$ cat src/rtl/rr_arb_encoder_if.sv
// rr_arb_encoder_if: request/grant bundle between requesters, arbiter and downstream consumer
interface rr_arb_encoder_if #(parameter int N = 4);
    localparam int IDX_W = $clog2(N);
    logic [N-1:0]     req_valid;
    logic [N-1:0]     req_ready;
    logic             out_valid;
    logic             out_ready;
    logic [N-1:0]     out_onehot;
    logic [IDX_W-1:0] out_idx;
    modport master (input req_valid, out_ready, output req_ready, out_valid, out_onehot, out_idx);
    modport slave (output req_valid, out_ready, input req_ready, out_valid, out_onehot, out_idx);
endinterface

$ cat src/rtl/rr_arb_encoder.sv
// rr_arb_encoder: N-way fixed-priority/round-robin arbiter with registered one-hot and index grant
module rr_arb_encoder #(
    parameter int N    = 4,
    parameter int MODE = 1
) (
    input logic clk,
    input logic resetn,
    rr_arb_encoder_if.master bus
);
    localparam int IDX_W = $clog2(N);
    typedef enum logic {IDLE, GRANT} state_t;
    state_t           state, state_nx;
    logic [N-1:0]     onehot_q, onehot_nx, rot;
    logic [IDX_W-1:0] idx_q, idx_nx, ptr, ptr_nx, sel_ptr, base, pos, win_idx;
    logic [IDX_W:0]   sum;
    logic [2*N-1:0]   dbl;
    logic             hs, any, load;
    assign bus.out_valid  = (state == GRANT);
    assign bus.out_onehot = onehot_q;
    assign bus.out_idx    = idx_q;
    assign hs             = bus.out_valid & bus.out_ready;
    assign bus.req_ready  = onehot_q & {N{hs}};
    assign any            = |bus.req_valid;
    // on a handshake the just-served requester drops to lowest priority
    assign sel_ptr = hs ? ((idx_q == IDX_W'(N - 1)) ? '0 : idx_q + IDX_W'(1)) : ptr;
    assign base    = (MODE != 0) ? sel_ptr : '0;
    assign dbl     = {bus.req_valid, bus.req_valid} >> base;
    assign rot     = dbl[N-1:0];
    always_comb begin
        pos = '0;
        for (int i = N - 1; i >= 0; i--)
            if (rot[i]) pos = IDX_W'(i);
    end
    assign sum     = {1'b0, pos} + {1'b0, base};
    assign win_idx = (sum >= (IDX_W + 1)'(N)) ? IDX_W'(sum - (IDX_W + 1)'(N)) : sum[IDX_W-1:0];
    always_comb begin
        load      = (state == IDLE) | hs;
        state_nx  = load ? (any ? GRANT : IDLE) : state;
        onehot_nx = load ? (any ? N'(1) << win_idx : '0) : onehot_q;
        idx_nx    = load ? (any ? win_idx : '0) : idx_q;
        ptr_nx    = (MODE != 0 && hs) ? sel_ptr : ptr;
    end
    always_ff @(posedge clk or negedge resetn) begin
        if (!resetn) begin
            state    <= IDLE;
            onehot_q <= '0;
            idx_q    <= '0;
            ptr      <= '0;
        end else begin
            state    <= state_nx;
            onehot_q <= onehot_nx;
            idx_q    <= idx_nx;
            ptr      <= ptr_nx;
        end
    end
endmodule
$ cat src/flat_wrapper.sv
// flat-port wrapper written by rule: the top's interface ports become plain ports
module rr_arb_encoder_flat 
#(
    parameter int N    = 4,
    parameter int MODE = 1
)
  (clk, resetn, bus_req_valid, bus_out_ready, bus_req_ready, bus_out_valid, bus_out_onehot, bus_out_idx);
  rr_arb_encoder_if #(.N(N)) bus_i ();
  input logic clk;
  input logic resetn;
  input wire logic [$bits(bus_i.req_valid)-1:0] bus_req_valid;
  input wire logic [$bits(bus_i.out_ready)-1:0] bus_out_ready;
  output wire logic [$bits(bus_i.req_ready)-1:0] bus_req_ready;
  output wire logic [$bits(bus_i.out_valid)-1:0] bus_out_valid;
  output wire logic [$bits(bus_i.out_onehot)-1:0] bus_out_onehot;
  output wire logic [$bits(bus_i.out_idx)-1:0] bus_out_idx;
  assign bus_i.req_valid = bus_req_valid;
  assign bus_i.out_ready = bus_out_ready;
  assign bus_req_ready = bus_i.req_ready;
  assign bus_out_valid = bus_i.out_valid;
  assign bus_out_onehot = bus_i.out_onehot;
  assign bus_out_idx = bus_i.out_idx;
  rr_arb_encoder #(.N(N), .MODE(MODE)) u_core (.clk(clk), .resetn(resetn), .bus(bus_i));
endmodule
$ cat config.mk
export PLATFORM = sky130hd
export DESIGN_NAME = rr_arb_encoder_flat
export DESIGN_NICKNAME = d
export VERILOG_FILES = /design/src/rtl/rr_arb_encoder_if.sv /design/src/rtl/rr_arb_encoder.sv /design/src/flat_wrapper.sv
export SDC_FILE = /design/constraint.sdc
export NUM_CORES = 1
export LEC_CHECK = 0
export ABC_CLOCK_PERIOD_IN_PS = 4200
export BUFFER_PORTS_ARGS = -buffer_cell sky130_fd_sc_hd__buf_2
export CAP_MARGIN = 10
export CORE_MARGIN = 4
export CORE_UTILIZATION = 50
export DETAILED_ROUTE_END_ITERATION = 8
export PLACE_DENSITY = 0.78
export SYNTH_ARGS = -nofsm -noshare
export SYNTH_HDL_FRONTEND = slang
export SYNTH_SLANG_ARGS = --single-unit
$ cat constraint.sdc
create_clock -name clk -period 4.2 [get_ports clk]
set_clock_uncertainty 0.1 [all_clocks]
set_input_delay 0.84 -clock clk [delete_from_list [all_inputs] [get_ports clk]]
set_output_delay 0.84 -clock clk [all_outputs]
set_load 0.02 [all_outputs]
## Word-level counts from Yosys, hierarchy flattened

Index checks and enable logic that the tools add are counted.

| word-level totals | value |
|---|---|
| register bits after elaboration | 9 |
| input port bits | 7 |
| output and inout port bits | 11 |
| logic and storage cells | 26 |

| cells by class | value |
|---|---|
| add/subtract/negate cells | 3 |
| $lt $le $gt $ge | 1 |
| equal/unequal tests | 1 |
| shifts and indexed selects | 2 |
| muxes and demuxes | 10 |
| bitwise gates (word level) | 4 |
| reductions and logical operators | 1 |

Operators with widths:

| kind | count |
|---|---|
| $mux W2 | 8 |
| $shr A8 B2 Y4 | 1 |
| $and A4 B4 Y4 | 1 |
| $mux W4 | 1 |
| $reduce_or A4 Y1 | 1 |
| $shl A1 B2 Y4 const A | 1 |
| $add A2 B2 Y3 | 1 |
| $ge A3 B3 Y1 const B | 1 |
| $add A2 B1 Y2 const B | 1 |
| $eq A2 B2 Y1 const B | 1 |
| $sub A2 B1 Y2 const B | 1 |
| $and A1 B1 Y1 | 1 |
| $mux W1 | 1 |
| $not A1 Y1 | 1 |
| $or A1 B1 Y1 | 1 |

## Depth between registers and ports, before layout

| logic depth | value |
|---|---|
| depth in word-level cells | 13 |
| depth in mapped cells | 12 |
| depth with buffers taken out | 12 |

## Worst setup path after synthesis

OpenSTA, ideal clock, no wires.

| path | value |
|---|---|
| path kind | register -> register |
| start | register u_core.idx_q[0] (netlist: u_core.bus.out_idx[0]) |
| end | register u_core.onehot_q[2] (netlist: u_core.bus.out_onehot[2]) |
| library setup time | 0.134 ns |
| arrival | 2.674 ns |
| required time | 3.966 ns |
| path slack | 1.292 ns |
| stages on the path, launching flop included | 13 |
| path buffers | 0 |
| period minus slack after synthesis | 2.908 ns |
| cell sequence | dfrtp_1 > ha_1 > and3_1 > nor2_4 > inv_1 > nand3_1 > a221o_1 > nand2_1 > ha_1 > or3_1 > and2_1 > nor4_1 > o31ai_1 |

| on the way | value |
|---|---|
| longest elaborated chain between the ends | 13 |
| elaborated cells on any way between the ends | 15 |
| classes of those cells | add/sub (3); order compare (1); eq/ne (1); shift (2); mux (8) |

Ends and longest elaborated chain:

| item | line | text |
|---|---|---|
| start, declared | rr_arb_encoder.sv:14 | `logic [IDX_W-1:0] idx_q, idx_nx, ptr, ptr_nx, sel_ptr, base, pos, win_idx;` |
| start signal, assigned | rr_arb_encoder.sv:52 | `idx_q <= idx_nx;` |
| $add A2 B1 Y2 or $eq A2 B2 Y1 (tied branches) | rr_arb_encoder.sv:25 | `assign sel_ptr = hs ? ((idx_q == IDX_W'(N - 1)) ? '0 : idx_q + IDX_W'(1)) : ptr;` |
| $mux W2 * (2 in series) | rr_arb_encoder.sv:25 |  |
| $shr A8 B2 Y4 | rr_arb_encoder.sv:27 | `assign dbl = {bus.req_valid, bus.req_valid} >> base;` |
| $mux W2 (4 in series) | rr_arb_encoder.sv:32 | `if (rot[i]) pos = IDX_W'(i);` |
| $add A2 B2 Y3 * | rr_arb_encoder.sv:34 | `assign sum = {1'b0, pos} + {1'b0, base};` |
| $ge A3 B3 Y1 or $sub A2 B1 Y2 (tied branches) | rr_arb_encoder.sv:35 | `assign win_idx = (sum >= (IDX_W + 1)'(N)) ? IDX_W'(sum - (IDX_W + 1)'(N)) : sum[IDX_W-1:0];` |
| $mux W2 * | rr_arb_encoder.sv:35 |  |
| $shl A1 B2 Y4 * | rr_arb_encoder.sv:39 | `onehot_nx = load ? (any ? N'(1) << win_idx : '0) : onehot_q;` |
| $mux W4 * | rr_arb_encoder.sv:39 |  |
| end signal, assigned | rr_arb_encoder.sv:51 | `onehot_q <= onehot_nx;` |
| end, declared | rr_arb_encoder.sv:13 | `logic [N-1:0] onehot_q, onehot_nx, rot;` |

Mark *: on every way between the ends. The rest lies on a longest branch, timed or not.
A chain may end at the register's enable or synchronous reset.

## Worst setup path in the final report

| path | value |
|---|---|
| start | register u_core.idx_q[0] (netlist: u_core.bus.out_idx[0]) |
| end | register u_core.idx_q[1] (netlist: u_core.bus.out_idx[1]) |

| on the way | value |
|---|---|
| longest elaborated chain between the ends | 12 |
| elaborated cells on any way between the ends | 14 |
| classes of those cells | add/sub (3); order compare (1); eq/ne (1); shift (1); mux (8) |

Ends and longest elaborated chain:

| item | line | text |
|---|---|---|
| $add A2 B1 Y2 or $eq A2 B2 Y1 (tied branches) | rr_arb_encoder.sv:25 |  |
| $mux W2 * (2 in series) | rr_arb_encoder.sv:25 |  |
| $shr A8 B2 Y4 | rr_arb_encoder.sv:27 |  |
| $mux W2 (4 in series) | rr_arb_encoder.sv:32 |  |
| $add A2 B2 Y3 * | rr_arb_encoder.sv:34 |  |
| $ge A3 B3 Y1 or $sub A2 B1 Y2 (tied branches) | rr_arb_encoder.sv:35 |  |
| $mux W2 * | rr_arb_encoder.sv:35 |  |
| $mux W2 * | rr_arb_encoder.sv:40 | `idx_nx = load ? (any ? win_idx : '0) : idx_q;` |

Marked as above.

==> summary.txt <==
Outcome
  – Status: complete, no violations

Timing
  – Fmax: 0.3195 GHz
  – Final period utilization: 74.51%
  – Final setup violating endpoints: 0
  – Worst hold slack: 321.9 ps
  – Fin. max-slew vios: 0
  – Final hold vios: 0
  – RSZ-0062 raised after global routing: no
  – Final WS setup: 1070 ps
  – Final setup TNS: 0 ps
  – Final min period: 3130 ps
  – Max_slew headroom: ~65%
  – Slew @ Worst Pin: 512.6 ps

Placement
  – Post-Place Cell Area: slightly above 900 um2
  – Dpl ws: about 830 ps
  – Half-perimeter wire length after placement: ~1.7 mm
  – # placed instances: 125
  – # port buffers: 17
  – Final GP Congestion: approximately 0.86

Route
  – Routed Antenna Nets: 0
  – DR pass1 iterations: 4
  – Via Count: 870
  – DR WL/cell: ~16 um
  – Initial drt markers: 29
  – Routed wire length: 2.117 mm
  – Vias per cell: 6.744
  – DRC: 0

Worst setup path
  – CP peak stage delay: 410 ps
  – Crit path max fanout: 6
  – Reg-to-reg startpoint: u_core.bus.out_idx[0]
  – Critical-path cell list: ha_1 -> and3_1 -> nor2_4 -> inv_1 -> nand3_1 -> a221o_1 -> nand2_1 -> ha_1 -> or3_1 -> and2_1 -> nor4_1 -> o31ai_1
  – CP arrival: 3160 ps
  – Slowest cell on crit path: dfrtp_1
  – Critical Path RT: between 4000 and 5000 ps
  – Worst path most repeated cell: ha_1
  – CP bufs+invs: 1
  – FF-to-FF setup slack: 1070 ps
  – Reg-to-reg endpoint: u_core.bus.out_idx[1]
  – Crit end category: register
  – Startpoint types: register
  – Worst setup startpoint: u_core.bus.out_idx[0]
  – Reg2reg path depth: 12
  – Crit Path Class: reg2reg
  – CP top delay family: simple AND/OR/NAND/NOR gates

GRT
  – Initial antenna violation count: 0
  – Met1 usage: between 20% and 30%
  – Met2 global-route usage: 26.56%
  – GRT Residual Overflow: 0
  – First-pass GRT wire length: 3.401 mm
  – Largest net degree at the start of global routing: 18
  – Met3 Use GR: between 4 and 5%
  – All-Layer GR Usage: 17.61%
  – Busiest grt layer: met2
  – Vias in the first global route: 765

Layout
  – Area Overhead vs Synth: 11.06%
  – Final Util: 61.24%
  – N_diodes: 0
  – FILL cells: 156
  – Non-filler cells, final: 129
  – Nets: 123
  – Layout cell share with drive strength beyond 1: 30.97%
  – Finished layout cell area: 954.7 um2

Flow run
  – Max-cap violations: 0

Floorplan
  – Die height: 49.46 um
  – Ports: 18
  – Core area: about 0.0016 mm2
  – Initial core utilization: 55.14%
  – DIE AREA: roughly 0.0024 mm2
  – Die Wd: 49.46 um
  – Core Rows: 14

Clock network
  – Post-CTS setup buffers: 0
  – CTS resizes: 0
  – CTS Buffer Depth: 2
  – Worst-Skew Late Latency: 260 ps
  – Clock Tree Root: clkbuf_4
  – # hold bufs at CTS: 0
  – CTS Buf Count: 3
  – TritonCTS sink count: 9
  – Reg clk slew, reported paths: about 60 ps
  – CTS tree: yes
  – H-tree depth reported by CTS: 1

Yosys
  – Post-synth design cell area: 859.6 um2
  – Post-synthesis cell count: 97
  – Synth unique cells: 44
  – Most numerous cell in the Yosys netlist: nand2_1
  – Top cells by count, synth: nand2_1 (15), dfrtp_1 (9), o21ai_0 (5), and3_2 (4), nand3_1 (4)
  – Syn nets: 106
  – Syn avg cell area: slightly below 9 um2
  – Ranking of synthesized cells by area: dfrtp_1 (26%), nand2_1 (6.6%), a221o_1 (3.5%)
  – YS warnings: 0
  – Synth top area share: 26.20%
  – Register area share after synthesis: 26.20%
  – Synth area leader: dfrtp_1
  – #FFs+latches synth: 9
  – Post-synth EDFFs: 0
  – Post-synth ARST share: 100.0%
  – Top_reg_cell synth: dfrtp_1

Power
  – Leak Pwr: 0.4343 nW
  – Pwr Total: 0.5734 mW
  – Power Density: 600.6 mW/mm2
  – Worst VDD drop: 0.3484 mV

Hold path
  – Worst min path class: in2async
area by class of cell:
type | count | area (um2) | share of cell area [%]
clock buffer | 4 | 26.28 | 2.752
inverter | 3 | 11.26 | 1.180
tap | 16 | 20.02 | 2.097
multi-input combinational | 80 | 586.8 | 61.47
timing repair buffer | 17 | 85.08 | 8.912
sequential | 9 | 225.2 | 23.59
registers in the layout, summed over array words and instances, names as in the netlist:
name / cells
u_core.bus.out_onehot: 4
u_core.bus.out_idx: 2
u_core.ptr: 2
u_core.bus.out_valid: 1
per-layer routing:
metal  vias to the layer above  share of wire (%)
li1                        412                  -
met1                       418                 46
met2                        34                 46
met3                         6                6.1
met4                         0                2.3
met5                         -                  0
cell families after synthesis:
family | synth area share, %
buffers and inverters | 5.531
flip-flops | 26.20
AO/OA/AOI/OAI | 31.44
AND/OR/NAND/NOR | 33.92
adder cells (fa/ha/maj) | 2.911
layout by cell type (no fill, tap or decap), types with 4 or more instances in the layout:
cell type and count:
buf_2 17, nand2_1 15, dfrtp_1 9, o21ai_0 5, and3_2 4, nand3_1 4
power by group:
group          internal (mW)  leakage, nW  switching [mW]  total [mW]
logic                  0.141        0.309           0.218       0.359
registers              0.121        0.110          0.0249       0.146
clock network         0.0367       0.0150          0.0321      0.0688
total                  0.299        0.434           0.275       0.573
how the worst max path moves through the flow:
stage                                           to  slack, ps  cells past startpoint
after floorplan           u_core.bus.out_onehot[2]       1290                     12
after global placement    u_core.bus.out_onehot[2]        920                     12
after detailed placement     u_core.bus.out_idx[1]        830                     12
after CTS                    u_core.bus.out_idx[1]       1090                     12
after global routing      u_core.bus.out_onehot[2]        880                     12
final                        u_core.bus.out_idx[1]       1070                     12
Power figures use the tool's default switching activity.
